==> config.mk <==
export PLATFORM = sky130hd
export DESIGN_NAME = decode_regfile_flat
export DESIGN_NICKNAME = d
export VERILOG_FILES = /design/src/rtl/decode_regfile_if.sv /design/src/rtl/decode_regfile.sv /design/src/flat_wrapper.sv
export SDC_FILE = /design/constraint.sdc
export NUM_CORES = 2
export LEC_CHECK = 0
export BUFFER_PORTS_ARGS = -buffer_cell sky130_fd_sc_hd__buf_2
export CAP_MARGIN = 20
export CORE_UTILIZATION = 63
export CTS_CLUSTER_SIZE = 8
export DETAILED_ROUTE_END_ITERATION = 8
export GPL_TIMING_DRIVEN = 0
export PLACE_DENSITY = 0.85
export SETUP_SLACK_MARGIN = 0.15
export SYNTH_ARGS = -nofsm -noshare
export SYNTH_HDL_FRONTEND = slang
export SYNTH_SLANG_ARGS = --single-unit
export TNS_END_PERCENT = 30
==> constraint.sdc <==
create_clock -name clk -period 2.49 [get_ports clk]
set_input_delay 0.3735 -clock clk [delete_from_list [all_inputs] [get_ports clk]]
set_output_delay 0.3735 -clock clk [all_outputs]
set_load 0.02 [all_outputs]
==> src/rtl/decode_regfile_if.sv <==
// Writeback-to-decode write port: the writeback stage drives a register
// write that the decode register file commits.
interface decode_regfile_if #(
    parameter int D_WIDTH = 32,
    parameter int A_WIDTH = 5
);
    logic               RegWriteW;
    logic [A_WIDTH-1:0] RdW;
    logic [D_WIDTH-1:0] ResultW;

    modport master (
        output RegWriteW,
        output RdW,
        output ResultW
    );

    modport slave (
        input RegWriteW,
        input RdW,
        input ResultW
    );
endinterface

==> src/rtl/decode_regfile.sv <==
// Decode-stage integer register file with write-through bypass on both read
// ports, feeding a stallable/flushable Execute pipeline register.
module decode_regfile #(
    parameter int D_WIDTH = 32,
    parameter int A_WIDTH = 5
) (
    input  logic               clk,
    input  logic               rst_n,
    decode_regfile_if.slave    wb,
    input  logic [A_WIDTH-1:0] A1D,
    input  logic [A_WIDTH-1:0] A2D,
    input  logic               EnE,
    input  logic               FlushE,
    output logic [D_WIDTH-1:0] RD1E,
    output logic [D_WIDTH-1:0] RD2E,
    output logic [A_WIDTH-1:0] Rs1E,
    output logic [A_WIDTH-1:0] Rs2E,
    output logic [D_WIDTH-1:0] a0
);
    localparam int DEPTH = 2 ** A_WIDTH;
    localparam logic [A_WIDTH-1:0] A0_IDX = A_WIDTH'(10);

    logic [D_WIDTH-1:0] regs_q [DEPTH];
    logic [D_WIDTH-1:0] regs_d [DEPTH];

    logic [D_WIDTH-1:0] rd1_d, rd1_q;
    logic [D_WIDTH-1:0] rd2_d, rd2_q;
    logic [A_WIDTH-1:0] rs1_d, rs1_q;
    logic [A_WIDTH-1:0] rs2_d, rs2_q;

    logic [D_WIDTH-1:0] rd1_comb;
    logic [D_WIDTH-1:0] rd2_comb;
    logic               wr_en;

    // Writes to x0 are dropped so entry 0 stays hardwired to zero.
    assign wr_en = wb.RegWriteW && (wb.RdW != '0);

    always_comb begin
        regs_d = regs_q;
        if (wr_en) begin
            regs_d[wb.RdW] = wb.ResultW;
        end
        regs_d[0] = '0;
    end

    // The in-flight writeback value wins over the stored entry.
    always_comb begin
        rd1_comb = '0;
        if (A1D != '0) begin
            if (wb.RegWriteW && (wb.RdW == A1D)) begin
                rd1_comb = wb.ResultW;
            end else begin
                rd1_comb = regs_q[A1D];
            end
        end

        rd2_comb = '0;
        if (A2D != '0) begin
            if (wb.RegWriteW && (wb.RdW == A2D)) begin
                rd2_comb = wb.ResultW;
            end else begin
                rd2_comb = regs_q[A2D];
            end
        end
    end

    // Flush beats enable; with neither, the Execute register holds.
    always_comb begin
        rd1_d = rd1_q;
        rd2_d = rd2_q;
        rs1_d = rs1_q;
        rs2_d = rs2_q;
        if (FlushE) begin
            rd1_d = '0;
            rd2_d = '0;
            rs1_d = '0;
            rs2_d = '0;
        end else if (EnE) begin
            rd1_d = rd1_comb;
            rd2_d = rd2_comb;
            rs1_d = A1D;
            rs2_d = A2D;
        end
    end

    always_ff @(posedge clk or negedge rst_n) begin
        if (!rst_n) begin
            for (int i = 0; i < DEPTH; i++) begin
                regs_q[i] <= '0;
            end
            rd1_q <= '0;
            rd2_q <= '0;
            rs1_q <= '0;
            rs2_q <= '0;
        end else begin
            regs_q <= regs_d;
            rd1_q  <= rd1_d;
            rd2_q  <= rd2_d;
            rs1_q  <= rs1_d;
            rs2_q  <= rs2_d;
        end
    end

    assign RD1E = rd1_q;
    assign RD2E = rd2_q;
    assign Rs1E = rs1_q;
    assign Rs2E = rs2_q;
    assign a0   = regs_q[A0_IDX];
endmodule

==> src/flat_wrapper.sv <==
// flat-port wrapper written by rule: the top's interface ports become plain ports
module decode_regfile_flat 
#(
    parameter int D_WIDTH = 32,
    parameter int A_WIDTH = 5
)
  (clk, rst_n, A1D, A2D, EnE, FlushE, RD1E, RD2E, Rs1E, Rs2E, a0, wb_RegWriteW, wb_RdW, wb_ResultW);
  decode_regfile_if #(.D_WIDTH(D_WIDTH), .A_WIDTH(A_WIDTH)) wb_i ();
  input  logic clk;
  input  logic rst_n;
  input  logic [A_WIDTH-1:0] A1D;
  input  logic [A_WIDTH-1:0] A2D;
  input  logic EnE;
  input  logic FlushE;
  output logic [D_WIDTH-1:0] RD1E;
  output logic [D_WIDTH-1:0] RD2E;
  output logic [A_WIDTH-1:0] Rs1E;
  output logic [A_WIDTH-1:0] Rs2E;
  output logic [D_WIDTH-1:0] a0;
  input wire logic [$bits(wb_i.RegWriteW)-1:0] wb_RegWriteW;
  input wire logic [$bits(wb_i.RdW)-1:0] wb_RdW;
  input wire logic [$bits(wb_i.ResultW)-1:0] wb_ResultW;
  assign wb_i.RegWriteW = wb_RegWriteW;
  assign wb_i.RdW = wb_RdW;
  assign wb_i.ResultW = wb_ResultW;
  decode_regfile #(.D_WIDTH(D_WIDTH), .A_WIDTH(A_WIDTH)) u_core (.clk(clk), .rst_n(rst_n), .wb(wb_i), .A1D(A1D), .A2D(A2D), .EnE(EnE), .FlushE(FlushE), .RD1E(RD1E), .RD2E(RD2E), .Rs1E(Rs1E), .Rs2E(Rs2E), .a0(a0));
endmodule
Yosys cells after proc, flatten, opt, wreduce, memory -nomap -nowiden
Cells that the tools add are included.

Flip-flop bits (word level): 1066. Bits in latches: 0. Memory bits (writable): 0. Memory bits (read-only): 0. Bits of input ports: 52. Output and inout bits: 106. Logic and storage cells: 73. Memories kept: 0.

$add $sub $neg: 0. Multipliers: 0. Div/mod/pow operators: 0. $lt $le $gt $ge: 4. Equality and inequality tests: 2. Shift-type cells: 0. Multiplexer cells: 21. Bitwise operators: 3. Reductions and logical operators: 8.

Operators by type and width (number): $bwmux 1024 (1); $mux 32 (13); $bmux 32 s5 (2); $demux 32 s5 (1); $mux 5 (4); $ge 6x6->1 const B (3); $not 5->6 (3); $reduce_bool 5->1 (3); $eq 5x5->1 (2); $lt 6x1->1 const B (1); $logic_and 1x1->1 (4); $reduce_bool 2->1 (1).

Logic depth before layout (Yosys ltp)
Depth in word-level cells: 8. Mapped depth: 10. Gate-level depth less buffers: 5.

Worst setup path before layout
No wires, ideal clock.

Kind: input to register. Start point: input port A1D[0]. End point: register u_core.rd1_q[2], in the netlist u_core.RD1E[2]. Setup time: 0.126 ns. Arrival time: 2.024 ns. Data required time: 2.364 ns. Setup slack: 0.340 ns. Cell stages on the path: 6. Buffers on the path: 1. Path through: buf_2 mux4_2 mux2_2 a221oi_1 nor4_1 a221o_1.

Word-level cells in the longest chain between the ends: 8. Elaborated cells on any way between the ends: 11. Classes of those cells: eq/ne (1); mux (7); bitwise (1); reduce/logical (2).

RTL lines: from (decl) (RTL line flat_wrapper.sv:11) `input logic [A_WIDTH-1:0] A1D;`; $not 5->6 (not written as such) (RTL line decode_regfile.sv:53) `rd1_comb = regs_q[A1D];`; $bmux 32 s5 (RTL line decode_regfile.sv:53); $mux 32 (not written as such) (2 in a row) (RTL line decode_regfile.sv:53); $mux 32 (RTL line decode_regfile.sv:50) `if (wb.RegWriteW && (wb.RdW == A1D)) begin`; $mux 32 * (RTL line decode_regfile.sv:49) `if (A1D != '0) begin`; $mux 32 * (RTL line decode_regfile.sv:78) `end else if (EnE) begin`; $mux 32 * (RTL line decode_regfile.sv:73) `if (FlushE) begin`; to (signal assigned) (RTL line decode_regfile.sv:97) `rd1_q <= rd1_d;`; to (decl) (RTL line decode_regfile.sv:26) `logic [D_WIDTH-1:0] rd1_d, rd1_q;`.

Mark *: on every way between the ends. The rest lies on a longest branch, timed or not. The select of a mux whose other input is x is not followed. A chain may end at the register's enable or synchronous reset.

Worst setup path in the final report
Start point: input port A1D[1]. End point: register u_core.rd1_q[1], in the netlist u_core.RD1E[1].

The elaborated chain is that of the path after synthesis.

==> results_dict.tcl <==
set metrics [dict create \
    status "complete, but fails checks" \
    violations "design-rule violations, negative hold slack, negative setup slack" \
    ys_types 62 \
    setup_viol 36 \
    leakagePower_nw 28.15 \
    slew_violations 0 \
    synth_top_cell_by_area "dfrtp_1" \
    power.total_mw 54.91 \
    clk_pin_slew_worst_paths_ns 0.05 \
    rows 109 \
    synth_common_cells "dfrtp_1 (1066), mux2_2 (929), mux4_2 (391)" \
    portBuffers 150 \
    path_class "in -> reg" \
    worstSetupStartpointType "primary input" \
    endpoint_kind "flop" \
    cts_hold_buf 15 \
    period_needed_ns 2.669 \
    crit_fanout 10 \
    seq_area_um2 26680 \
    met1_usage_pct 64.71 \
    power.density_nw_per_um2 854.5 \
    drv_cap 0 \
    pre_cts_ws_ns -1.882 \
    grt_first_pass_wirelength_um 337600 \
    p_sw_mw 17.34 \
    ys_seq_elements 1066 \
    seqPwrFrac_pct 42.7 \
    synth-main-ff-cell "dfrtp_1" \
    synth.most_common_cell "dfrtp_1" \
    ctsRootBufferMaster "clkbuf_16" \
    syn_area_per_cell_um2 14.70 \
    worst_pin_slew_ns 1.291 \
    max_slew_margin_pct 13.93 \
    fin_skew_ns 0.03103 \
    final_nets 4259 \
    synth_area_um2 56690 \
    initial_core_util_pct 63.86 \
    hpwlAfterDp_um 175000 \
    p_int_mw 37.57 \
    ant_nets 0 \
    htreeDepth 4 \
    syn_inst 3857 \
    clkPwrFrac_pct 34.5 \
    core_area_um2 88780 \
    via_per_inst 8.253 \
    drtIter0Drc 8331 \
    groute.usage.overall_pct 55.16 \
    synth_edf_count 0 \
    combPwrFrac_pct 22.8 \
    grt_pass1_vias 42890 \
    gp_congestion 1.148 \
    synth.area.top_cells "dfrtp_1 (47%), mux2_2 (18%), mux4_2 (16%), mux2_1 (3.7%), mux2i_1 (2.2%)" \
    use_met3_pct 38.13 \
    drive_gt1_share_pct 46.65 \
    synthArstFlopShare_pct 100.0 \
    die_area_um2 91190 \
    hold_violations 141 \
    vias 44660 \
    setup_ws_ns -0.1786 \
    fin_util_pct 72.38 \
    syn_nets 3909 \
    arrival_ns 3.37 \
    drc_errors 32 \
    grt-ovfl-total 0 \
    multiInputGateArea_um2 28000 \
    fmax_mhz 374.7 \
    grt_max_degree 153 \
    cts_sinks 1066 \
    fillers 5522 \
    yosysWarningCount 0 \
    yosys.area.top_type_share_pct 47.05 \
    cts.path.max_buffers 3 \
    wl_per_cell_um 45.99 \
    die_w_um 302.0 \
    swShare_pct 31.58 \
    area_delta_synth_final_pct 13.34 \
    rsz0062_at_grt "yes" \
    holdCritPathClass "in -> async" \
    dr.pass1.iters 9 \
    grt_util_met2_pct 69.60 \
    synth-seq-area-share_pct 47.05 \
    grt_antenna_before_repair 30 \
    fin_crit_sh_pct 107.2 \
    grt_most_used_layer "met2" \
    cts-buffers-inserted 151 \
    finalWirelength_um 248900 \
    cts_tree "done" \
    die_height_um 302.0 \
    ioPinCount 158 \
    ir_worst_vdd_mv 0.7669 \
    holdWs_ns -0.4401 \
    clkLatencyLatePin_ns 0.82 \
    worstPathRequired_ns 3.19 \
]
## worst paths after layout
check / start / cells after the start / slack, ns / to
hold reg to reg: u_core.RD1E[9]$_DFFE_PN0P_ / 1 / 0.51 / u_core.RD1E[9]$_DFFE_PN0P_
min in group clk: wb_ResultW[8] / 2 / 0.02 / u_core.RD2E[8]$_DFFE_PN0P_
hold / removal: rst_n / 1 / -0.44 / u_core.regs_q[266]$_DFFE_PN0P_
setup reg to reg: u_core.a0[3]$_DFFE_PN0P_ / 5 / 0.17 / u_core.RD1E[3]$_DFFE_PN0P_
setup / recovery: A1D[1] / 10 / -0.18 / u_core.RD1E[1]$_DFFE_PN0P_
max in group asynchronous: rst_n / 4 / 0.73 / u_core.regs_q[785]$_DFFE_PN0P_
## kinds of logic after synthesis
logic type      synth area share (%)
buf+inv                        4.178
flops                          47.05
compound gates                 6.288
simple gates                   2.297
xor+xnor                      0.1545
mux                            40.03
## through the flow
step / TNS [ns] / hold WS, ns / cells / cell area (um2)
6_report: -1.484 / -0.4401 / 5412 / 64260
5_1_grt: -0.005075 / -0.3275 / 5392 / 64210
4_1_cts: 0 / -0.3399 / 5385 / 64040
3_5_place_dp: -334.26 / 0.4552 / 5200 / 59380
3_3_place_gp: - / 0.4817 / 5172 / 58900
2_1_floorplan: 0 / 0.07791 / 3857 / 56690
## placed cells by master, fill, tap and decap left out, drive strengths merged, types with 47 or more instances in the layout
cell,Yosys,layout
nor2b,64,64
dfrtp,1066,1066
a211oi,47,47
mux2i,122,122
a22oi,50,50
nor2,49,49
a221o,63,63
o22ai,69,69
mux4,391,391
buf,224,398
a221oi,61,61
clkbuf,225,380
mux2,1122,1122
## cell type report
cell class | instances | area share (%)
flip-flops and latches | 1066 | 41.51
inverters | 4 | 0.02337
clock buffers | 151 | 5.880
clock inverters | 16 | 0.4751
repair buffers | 197 | 2.191
multi-input cells | 2338 | 43.57
plain buffers | 449 | 3.976
well taps | 1165 | 2.268
diodes | 26 | 0.1013
## power groups by stage
stage	registers, mW	clock network, mW	logic [mW]
after floorplan	22.5	0	7.73
after CTS	23.1	18.7	11.7
final	23.4	18.9	12.5
after detailed placement	23.3	0	11.5
after global routing	23.6	19.4	12.6
after global placement	23.1	0	11.1
## state kept, by name, indices dropped and copies added (netlist names)
signal         count
u_core.Rs2E        5
u_core.a0         32
u_core.RD2E       32
u_core.Rs1E        5
u_core.RD1E       32
u_core.regs_q    960
## layer usage
layer / part of all wire [%] / wire length [um] / vias up
li1: - / - / 15640
met1: 32 / 79880 / 22640
met2: 38 / 95060 / 4833
met3: 20 / 48770 / 1517
met4: 9.9 / 24530 / 30
met5: 0.26 / 657 / -
## worst max-delay path, stage by stage
cell      delay [ns]
buf_2           0.12
buf_4           0.24
buf_4           0.36
buf_4           0.41
clkbuf_2        0.32
buf_16          0.20
a221oi_1        0.10
a221oi_1        0.61
o22ai_1         0.32
o31ai_1         0.28
## repair_timing
| action | 4_1_cts | 5_1_grt |
|---|---|---|
| gates resized for setup | 134 | 37 |
| hold endpoints to repair | 181 | 141 |
| buffers inserted | 3 | 0 |
| setup endpoints to repair | 66 | 67 |
Power figures use the tool's default switching activity.
